==> src/rtl/mcpu.sv <==
// mcpu - multi-cycle CPU core with request/acknowledge instruction and data ports.
//
// Each instruction runs FETCH -> EXEC (-> MEM for loads/stores) -> FETCH. HALT
// instructions and bus timeouts park the core in HALTED until reset.
//
// Instruction word: [31:26] opcode, [25:21] rd, [20:16] rs1, [15:11] rs2,
// [15:0] imm16 (sign-extended), [25:0] jump target (zero-extended).
//   00 ADD  01 SUB  02 AND  03 OR  04 XOR   rd = rs1 op rs2
//   08 ADDI                                 rd = rs1 + imm16
//   10 LW   11 LH   12 LB                   rd = mem[rs1 + imm16]
//   14 SW   15 SH   16 SB                   mem[rs1 + imm16] = reg[rd]
//   20 JMP  3E DUMP  3F HALT; any other opcode is a no-op.
// Register r0 always reads as zero. Registers are not cleared by reset.
//
// Parameters: ADDR_W (16..32), RESET_PC, MEM_TIMEOUT (0 disables the timeout).
// Ports:
//   clk, reset (synchronous, active-low)
//   imemReq/imemAddr/imemAck/imemData               instruction fetch
//   dmemReq/dmemWe/dmemMode/dmemAddr/dmemWData/
//   dmemAck/dmemRData                               data access
//   haltTriggered, fault (sticky), debugDump (one-cycle pulse)
// Optional: define MCPU_PERF_COUNTERS_EN to add cycleCount and instret outputs.

package mcpu_pkg;
  typedef enum logic [1:0] {
    MEM_WORD = 2'd0,
    MEM_HALF = 2'd1,
    MEM_BYTE = 2'd2
  } mem_mode;
endpackage

module mcpu
  import mcpu_pkg::*;
#(
  parameter int unsigned ADDR_W      = 32,
  parameter int unsigned RESET_PC    = 0,
  parameter int unsigned MEM_TIMEOUT = 255
) (
  input  logic              clk,
  input  logic              reset,
  output logic              imemReq,
  output logic [ADDR_W-1:0] imemAddr,
  input  logic              imemAck,
  input  logic [31:0]       imemData,
  output logic              dmemReq,
  output logic              dmemWe,
  output mem_mode           dmemMode,
  output logic [ADDR_W-1:0] dmemAddr,
  output logic [31:0]       dmemWData,
  input  logic              dmemAck,
  input  logic [31:0]       dmemRData,
  output logic              haltTriggered,
  output logic              fault,
  output logic              debugDump
`ifdef MCPU_PERF_COUNTERS_EN
  ,
  output logic [31:0]       cycleCount,
  output logic [31:0]       instret
`endif
);

  localparam int unsigned WAIT_W = (MEM_TIMEOUT < 2) ? 1 : $clog2(MEM_TIMEOUT + 1);
  localparam logic [ADDR_W-1:0] RESET_PC_V = ADDR_W'(RESET_PC);
  localparam logic [WAIT_W:0]   TIMEOUT_V  = (WAIT_W + 1)'(MEM_TIMEOUT);

  localparam logic [5:0] OP_ADD  = 6'h00, OP_SUB  = 6'h01, OP_AND = 6'h02;
  localparam logic [5:0] OP_OR   = 6'h03, OP_XOR  = 6'h04, OP_ADDI = 6'h08;
  localparam logic [5:0] OP_LW   = 6'h10, OP_LH   = 6'h11, OP_LB  = 6'h12;
  localparam logic [5:0] OP_SW   = 6'h14, OP_SH   = 6'h15, OP_SB  = 6'h16;
  localparam logic [5:0] OP_JMP  = 6'h20, OP_DUMP = 6'h3E, OP_HALT = 6'h3F;

  typedef enum logic [1:0] {S_FETCH, S_EXEC, S_MEM, S_HALTED} state_t;

  state_t            state_q, state_d;
  logic [ADDR_W-1:0] pc_q, pc_d;
  logic [31:0]       ireg_q, ireg_d;
  logic [31:0]       rf_q [32];
  logic [31:0]       rf_d [32];
  logic              halt_q, halt_d, fault_q, fault_d, dump_q, dump_d;
  logic [WAIT_W-1:0] wait_q, wait_d;
  logic              imem_req_q, imem_req_d, dmem_req_q, dmem_req_d, dmem_we_q, dmem_we_d;
  mem_mode           dmem_mode_q, dmem_mode_d;
  logic [ADDR_W-1:0] dmem_addr_q, dmem_addr_d;
  logic [31:0]       dmem_wdata_q, dmem_wdata_d;
  logic [31:0]       cycle_q, cycle_d, instret_q, instret_d;

  // Decoded fields and datapath
  logic [5:0]        opcode;
  logic [4:0]        rd_idx, rs1_idx, rs2_idx;
  logic [31:0]       imm_ext, r1, r2, alu_result;
  logic              is_store, ls_en, alu_we, jmp_en, x_halt, x_debug_dump;
  mem_mode           ls_mode;
  logic [ADDR_W-1:0] pc_next;
  logic [WAIT_W:0]   wait_inc;
  logic              timeout_hit, running;

  assign opcode  = ireg_q[31:26];
  assign rd_idx  = ireg_q[25:21];
  assign rs1_idx = ireg_q[20:16];
  assign rs2_idx = ireg_q[15:11];
  assign imm_ext = {{16{ireg_q[15]}}, ireg_q[15:0]};

  // Stores take their data register from the rd field so imm16 stays intact.
  assign is_store = (opcode == OP_SW) || (opcode == OP_SH) || (opcode == OP_SB);
  assign r1 = rf_q[rs1_idx];
  assign r2 = rf_q[is_store ? rd_idx : rs2_idx];

  always_comb begin
    ls_en        = 1'b0;
    alu_we       = 1'b0;
    jmp_en       = 1'b0;
    x_halt       = 1'b0;
    x_debug_dump = 1'b0;
    ls_mode      = MEM_WORD;
    alu_result   = r1 + imm_ext;
    case (opcode)
      OP_ADD:  begin alu_result = r1 + r2; alu_we = 1'b1; end
      OP_SUB:  begin alu_result = r1 - r2; alu_we = 1'b1; end
      OP_AND:  begin alu_result = r1 & r2; alu_we = 1'b1; end
      OP_OR:   begin alu_result = r1 | r2; alu_we = 1'b1; end
      OP_XOR:  begin alu_result = r1 ^ r2; alu_we = 1'b1; end
      OP_ADDI: alu_we = 1'b1;
      OP_LW, OP_SW: ls_en = 1'b1;
      OP_LH, OP_SH: begin ls_en = 1'b1; ls_mode = MEM_HALF; end
      OP_LB, OP_SB: begin ls_en = 1'b1; ls_mode = MEM_BYTE; end
      OP_JMP:  jmp_en = 1'b1;
      OP_DUMP: x_debug_dump = 1'b1;
      OP_HALT: x_halt = 1'b1;
      default: ;
    endcase
  end

  assign pc_next  = jmp_en ? ADDR_W'(ireg_q[25:0]) : pc_q + ADDR_W'(1);
  assign wait_inc = {1'b0, wait_q} + (WAIT_W + 1)'(1);
  assign timeout_hit = (MEM_TIMEOUT != 0) && (wait_inc == TIMEOUT_V);
  // FETCH is idle for the single cycle after reset release, before its request is raised.
  assign running = (state_q != S_HALTED) && ((state_q != S_FETCH) || imem_req_q);

  always_comb begin
    state_d      = state_q;
    pc_d         = pc_q;
    ireg_d       = ireg_q;
    rf_d         = rf_q;
    halt_d       = halt_q;
    fault_d      = fault_q;
    dump_d       = 1'b0;
    wait_d       = wait_q;
    dmem_we_d    = dmem_we_q;
    dmem_mode_d  = dmem_mode_q;
    dmem_addr_d  = dmem_addr_q;
    dmem_wdata_d = dmem_wdata_q;
    instret_d    = instret_q;
    cycle_d      = running ? cycle_q + 32'd1 : cycle_q;
    case (state_q)
      S_FETCH: if (imem_req_q) begin
        if (imemAck) begin
          ireg_d  = imemData;
          state_d = S_EXEC;
        end else if (timeout_hit) begin
          fault_d = 1'b1;
          halt_d  = 1'b1;
          state_d = S_HALTED;
        end else begin
          wait_d = wait_inc[WAIT_W-1:0];
        end
      end
      S_EXEC: begin
        wait_d = '0;
        if (x_halt) begin
          halt_d  = 1'b1;
          state_d = S_HALTED;
        end else if (ls_en) begin
          dmem_addr_d  = ADDR_W'(alu_result);
          dmem_wdata_d = r2;
          dmem_we_d    = is_store;
          dmem_mode_d  = ls_mode;
          state_d      = S_MEM;
        end else begin
          if (alu_we) rf_d[rd_idx] = alu_result;
          dump_d    = x_debug_dump;
          pc_d      = pc_next;
          instret_d = instret_q + 32'd1;
          state_d   = S_FETCH;
        end
      end
      S_MEM: begin
        if (dmemAck) begin
          if (!dmem_we_q) rf_d[rd_idx] = dmemRData;
          pc_d      = pc_next;
          wait_d    = '0;
          instret_d = instret_q + 32'd1;
          state_d   = S_FETCH;
        end else if (timeout_hit) begin
          fault_d = 1'b1;
          halt_d  = 1'b1;
          state_d = S_HALTED;
        end else begin
          wait_d = wait_inc[WAIT_W-1:0];
        end
      end
      default: ;
    endcase
    rf_d[0] = '0;
    // Requests are registered from the next state, so acks never reach them combinationally.
    imem_req_d = (state_d == S_FETCH);
    dmem_req_d = (state_d == S_MEM);
  end

  always_ff @(posedge clk) begin
    if (!reset) begin
      state_q      <= S_FETCH;
      pc_q         <= RESET_PC_V;
      ireg_q       <= '0;
      halt_q       <= 1'b0;
      fault_q      <= 1'b0;
      dump_q       <= 1'b0;
      wait_q       <= '0;
      imem_req_q   <= 1'b0;
      dmem_req_q   <= 1'b0;
      dmem_we_q    <= 1'b0;
      dmem_mode_q  <= MEM_WORD;
      dmem_addr_q  <= '0;
      dmem_wdata_q <= '0;
      cycle_q      <= '0;
      instret_q    <= '0;
    end else begin
      state_q      <= state_d;
      pc_q         <= pc_d;
      ireg_q       <= ireg_d;
      rf_q         <= rf_d;
      halt_q       <= halt_d;
      fault_q      <= fault_d;
      dump_q       <= dump_d;
      wait_q       <= wait_d;
      imem_req_q   <= imem_req_d;
      dmem_req_q   <= dmem_req_d;
      dmem_we_q    <= dmem_we_d;
      dmem_mode_q  <= dmem_mode_d;
      dmem_addr_q  <= dmem_addr_d;
      dmem_wdata_q <= dmem_wdata_d;
      cycle_q      <= cycle_d;
      instret_q    <= instret_d;
    end
  end

  assign imemReq       = imem_req_q;
  assign imemAddr      = pc_q;
  assign dmemReq       = dmem_req_q;
  assign dmemWe        = dmem_we_q;
  assign dmemMode      = dmem_mode_q;
  assign dmemAddr      = dmem_addr_q;
  assign dmemWData     = dmem_wdata_q;
  assign haltTriggered = halt_q;
  assign fault         = fault_q;
  assign debugDump     = dump_q;

`ifdef MCPU_PERF_COUNTERS_EN
  assign cycleCount = cycle_q;
  assign instret    = instret_q;
`else
  // Counters are still modelled so the datapath is identical; they are simply not exported.
  logic unused_perf;
  assign unused_perf = ^{cycle_q, instret_q};
`endif

endmodule
==> config.mk <==
export PLATFORM = sky130hd
export DESIGN_NAME = mcpu
export DESIGN_NICKNAME = d
export VERILOG_FILES = /design/src/rtl/mcpu.sv
export SDC_FILE = /design/constraint.sdc
export NUM_CORES = 2
export LEC_CHECK = 0
export BUFFER_PORTS_ARGS = -buffer_cell sky130_fd_sc_hd__buf_4
export CAP_MARGIN = 40
export CORE_MARGIN = 2
export CORE_UTILIZATION = 63
export CTS_CLUSTER_DIAMETER = 120
export DETAILED_ROUTE_END_ITERATION = 10
export PLACE_DENSITY = 0.76
export SYNTH_ARGS = -nofsm -noshare
export SYNTH_HDL_FRONTEND = slang
export SYNTH_SLANG_ARGS = --single-unit
==> constraint.sdc <==
create_clock -name clk -period 9.3 [get_ports clk]
set_input_delay 0.93 -clock clk [delete_from_list [all_inputs] [get_ports clk]]
set_output_delay 0.93 -clock clk [all_outputs]
set_load 0.02 [all_outputs]
==> results.md <==
* Worst-margin pin slew at 1050 ps
* Post-Syn Area at 63100 um^2
* Register area at 32700 um^2
* Setup TNS at 0 ps
* Hold Path Class: primary input to register
* Worst hold margin at 409 ps
* Post-synthesis sequential area ratio at 51.9%
* CTS buffer count at 115
* EDFF count, synth at 992
* Antenna violations before repair at 12
* Initial DRC Count at 11100
* Reg clk slew, reported paths at 70 ps
* Worst Clk Skew at 31.4 ps
* Yosys top cell by area: edfxtp_1
* Nature of the critical path endpoint: register
* Core area at 99700 um^2
* Pin count of the biggest net entering global routing at 85
* Largest cells by area after synthesis: edfxtp_1, mux4_2, nor2_1, dfxtp_1, nand2_1
* Power per Cell Area at 197 nW/um^2
* CP max FO at 47
* # port buffers at 171
* Count of pins over their slew limit at 0
* Number of synthesized register bits at 1138
* Slew Limit Headroom at 28.2%
* Clk root buf: clkbuf_16
* CTS max path bufs at 3
* Core Rows at 116
* Required @ worst endpoint at 9780 ps
* Area growth from synthesis to layout at 11.8%
* Tmin final at 8940 ps
* GPL Wtd Cong at 0.990
* Final hold vios at 0
* Routed vias/inst at 7.65
* CP Class: register to register
* Critical-path top delay cell: a2111oi_0
* Boundary pin count at 172
* DRT Pass-1 Iters at 10
* Die ar. at 103000 um^2
* Synthesized Nets at 5845
* Fmax at 0.112 GHz
* Tcrit/Tclk final at 96.1%
* CTS tree: done
* Mapped Cells at 5671
* Vias in the first global route at 52000
* H-tree depth at 3
* Setup repair bufs after CTS at 0
* Final std cells w/o fill at 7109
* Layout cells sized above 1 at 20.6%
* Gr usage total at 48.6%
* Ys Warns at 0
* Post-CTS sizing at 0
* Count of unique library cells instantiated by Yosys at 93
* Grt ovf at 0
* Post-DP HPWL at 158000 um
* Run status: finished clean
* RSZ-0062 raised after global routing: no
* Fin area at 70500 um^2
* Ys async rst share at 0%
* Hold_buf cts at 0
* Syn avg cell area at 11.1 um^2
* Top FF cell, synth: edfxtp_1
* Final setup violation count at 0
* Multi-input gate area at 28300 um^2
* Pleak at 24.7 nW
* Placed cell area at 66800 um^2
* Critical Path Start Type: register
* Drt drc at 0
* Most frequent cell after synthesis: nor2_1
* WP data arrival at 9410 ps
* Placed Cells at 6883
* Vias at 54400
* Max stage delay on crit path at 580 ps
* Initial Utilization at 63.2%
* Routed Antenna Nets at 0
* Fill cells at 6941
* Synth cell count leaders: nor2_1, edfxtp_1, nand2_1
* Final net count at 5880
* Worst VDD drop at 0.000216 V
* Drt wl/cell at 35.5 um
* Clock sinks at 1138
* Worst-Skew Late Latency at 760 ps
* Chip Height at 320 um
* Max Cap Viol at 0
* DRT Wirelength at 253000 um
* Top cell type's share of synthesized area at 47.2%
* Die width at 320 um
* Global-route wire length before repair at 356000 um
-- critical path, delay by kind of cell, from the launching register on --
kind            cells  cell delay [ps]
compound gates     13             3380
xor+xnor            1              140
fa+ha+maj           2              610
buf+inv             4             1080
flops               1              490
simple gates       10             2810
-- metrics by stage --
stage	setup WS (ps)	util, %	total power, mW
2_1_floorplan	2490	-	7.80
3_3_place_gp	718	66.7	9.01
3_5_place_dp	672	67.0	9.16
4_1_cts	607	70.7	13.7
5_1_grt	80.2	70.7	14.2
6_report	364	70.7	13.9
-- registers in the layout, summed over array words and instances, names as in the netlist, 2 cells and up --
| name | cells |
|---|---|
| rf_q | 992 |
| dmemAddr | 32 |
| dmemWData | 32 |
| imemAddr | 32 |
| ireg_q | 32 |
| wait_q | 8 |
| dmemMode | 2 |
| state_q | 2 |
-- cell type report --
cell class	instances	area share, %
Multi-Input combinational cell	3891	40.1
Tap cell	1298	2.30
Timing Repair Buffer	465	5.50
Sequential cell	1138	46.4
Inverter	95	0.509
Antenna cell	9	0.0319
Clock inverter	75	0.839
Clock buffer	138	4.34
-- logic make-up (layout without fill, tap and decap cells) --
family	count (synthesis)	count (layout)	synth area share (%)
simple gates	2157	2157	14.7
mux	491	491	14.2
compound gates	1065	1065	11.7
fa+ha+maj	106	106	2.12
xor+xnor	72	72	1.00
other cells	0	9	0
buf+inv	642	773	4.39
flops	1138	1138	51.9
-- power breakdown --
| group | total [mW] | switching (mW) | internal [mW] |
|---|---|---|---|
| combinational | 3.70 | 2.64 | 1.05 |
| clock | 4.64 | 2.07 | 2.58 |
| sequential | 5.55 | 0.0488 | 5.50 |
| total | 13.9 | 4.76 | 9.13 |
-- cells in the final DEF (no fill, tap or decap), drive strengths merged, types with 15 or more instances in the layout --
| cell type | count |
|---|---|
| buf | 462 |
| or4 | 16 |
| xnor2 | 56 |
| a311oi | 18 |
| a22oi | 32 |
| mux2i | 116 |
| nor3 | 73 |
| nand4 | 29 |
| clkbuf | 140 |
| dfxtp | 146 |
| a2111oi | 24 |
| nand2 | 499 |
| a211oi | 69 |
| a32oi | 23 |
| o21ai | 166 |
| a21oi | 262 |
| a311o | 16 |
| a211o | 15 |
| inv | 100 |
| o211ai | 17 |
| nor2 | 1261 |
| xor2 | 16 |
| nor4 | 17 |
| ha | 105 |
| and3 | 79 |
| a31oi | 84 |
| edfxtp | 992 |
| a221oi | 18 |
| clkinv | 59 |
| nand2b | 34 |
| o221ai | 104 |
| o22ai | 43 |
| a22o | 33 |
| mux2 | 57 |
| mux4 | 318 |
| nand3 | 94 |
| a21o | 23 |
-- worst paths after layout --
| path | startpoint | endpoint | slack (ps) | cells past startpoint |
|---|---|---|---|---|
| max | ireg_q[28] | rf_q[511] | 360 | 30 |
| min | imemData[19] | ireg_q[19] | 410 | 3 |
| max reg2reg | ireg_q[28] | rf_q[511] | 360 | 30 |
| min reg2reg | dmemAddr[18] | dmemAddr[18] | 450 | 2 |
-- per-layer routing --
layer  part of all wire [%]  GRT usage, %  vias up  wire length, um
met5                   0.13          1.70        -              332
met4                    9.3          35.2       20            23400
met3                     18          22.7     1625            45700
met2                     41          68.9     5934           105000
met1                     31          58.1    25600            78700
li1                       -             -    21200                -
No activity file was read; power rests on OpenSTA's default activity.
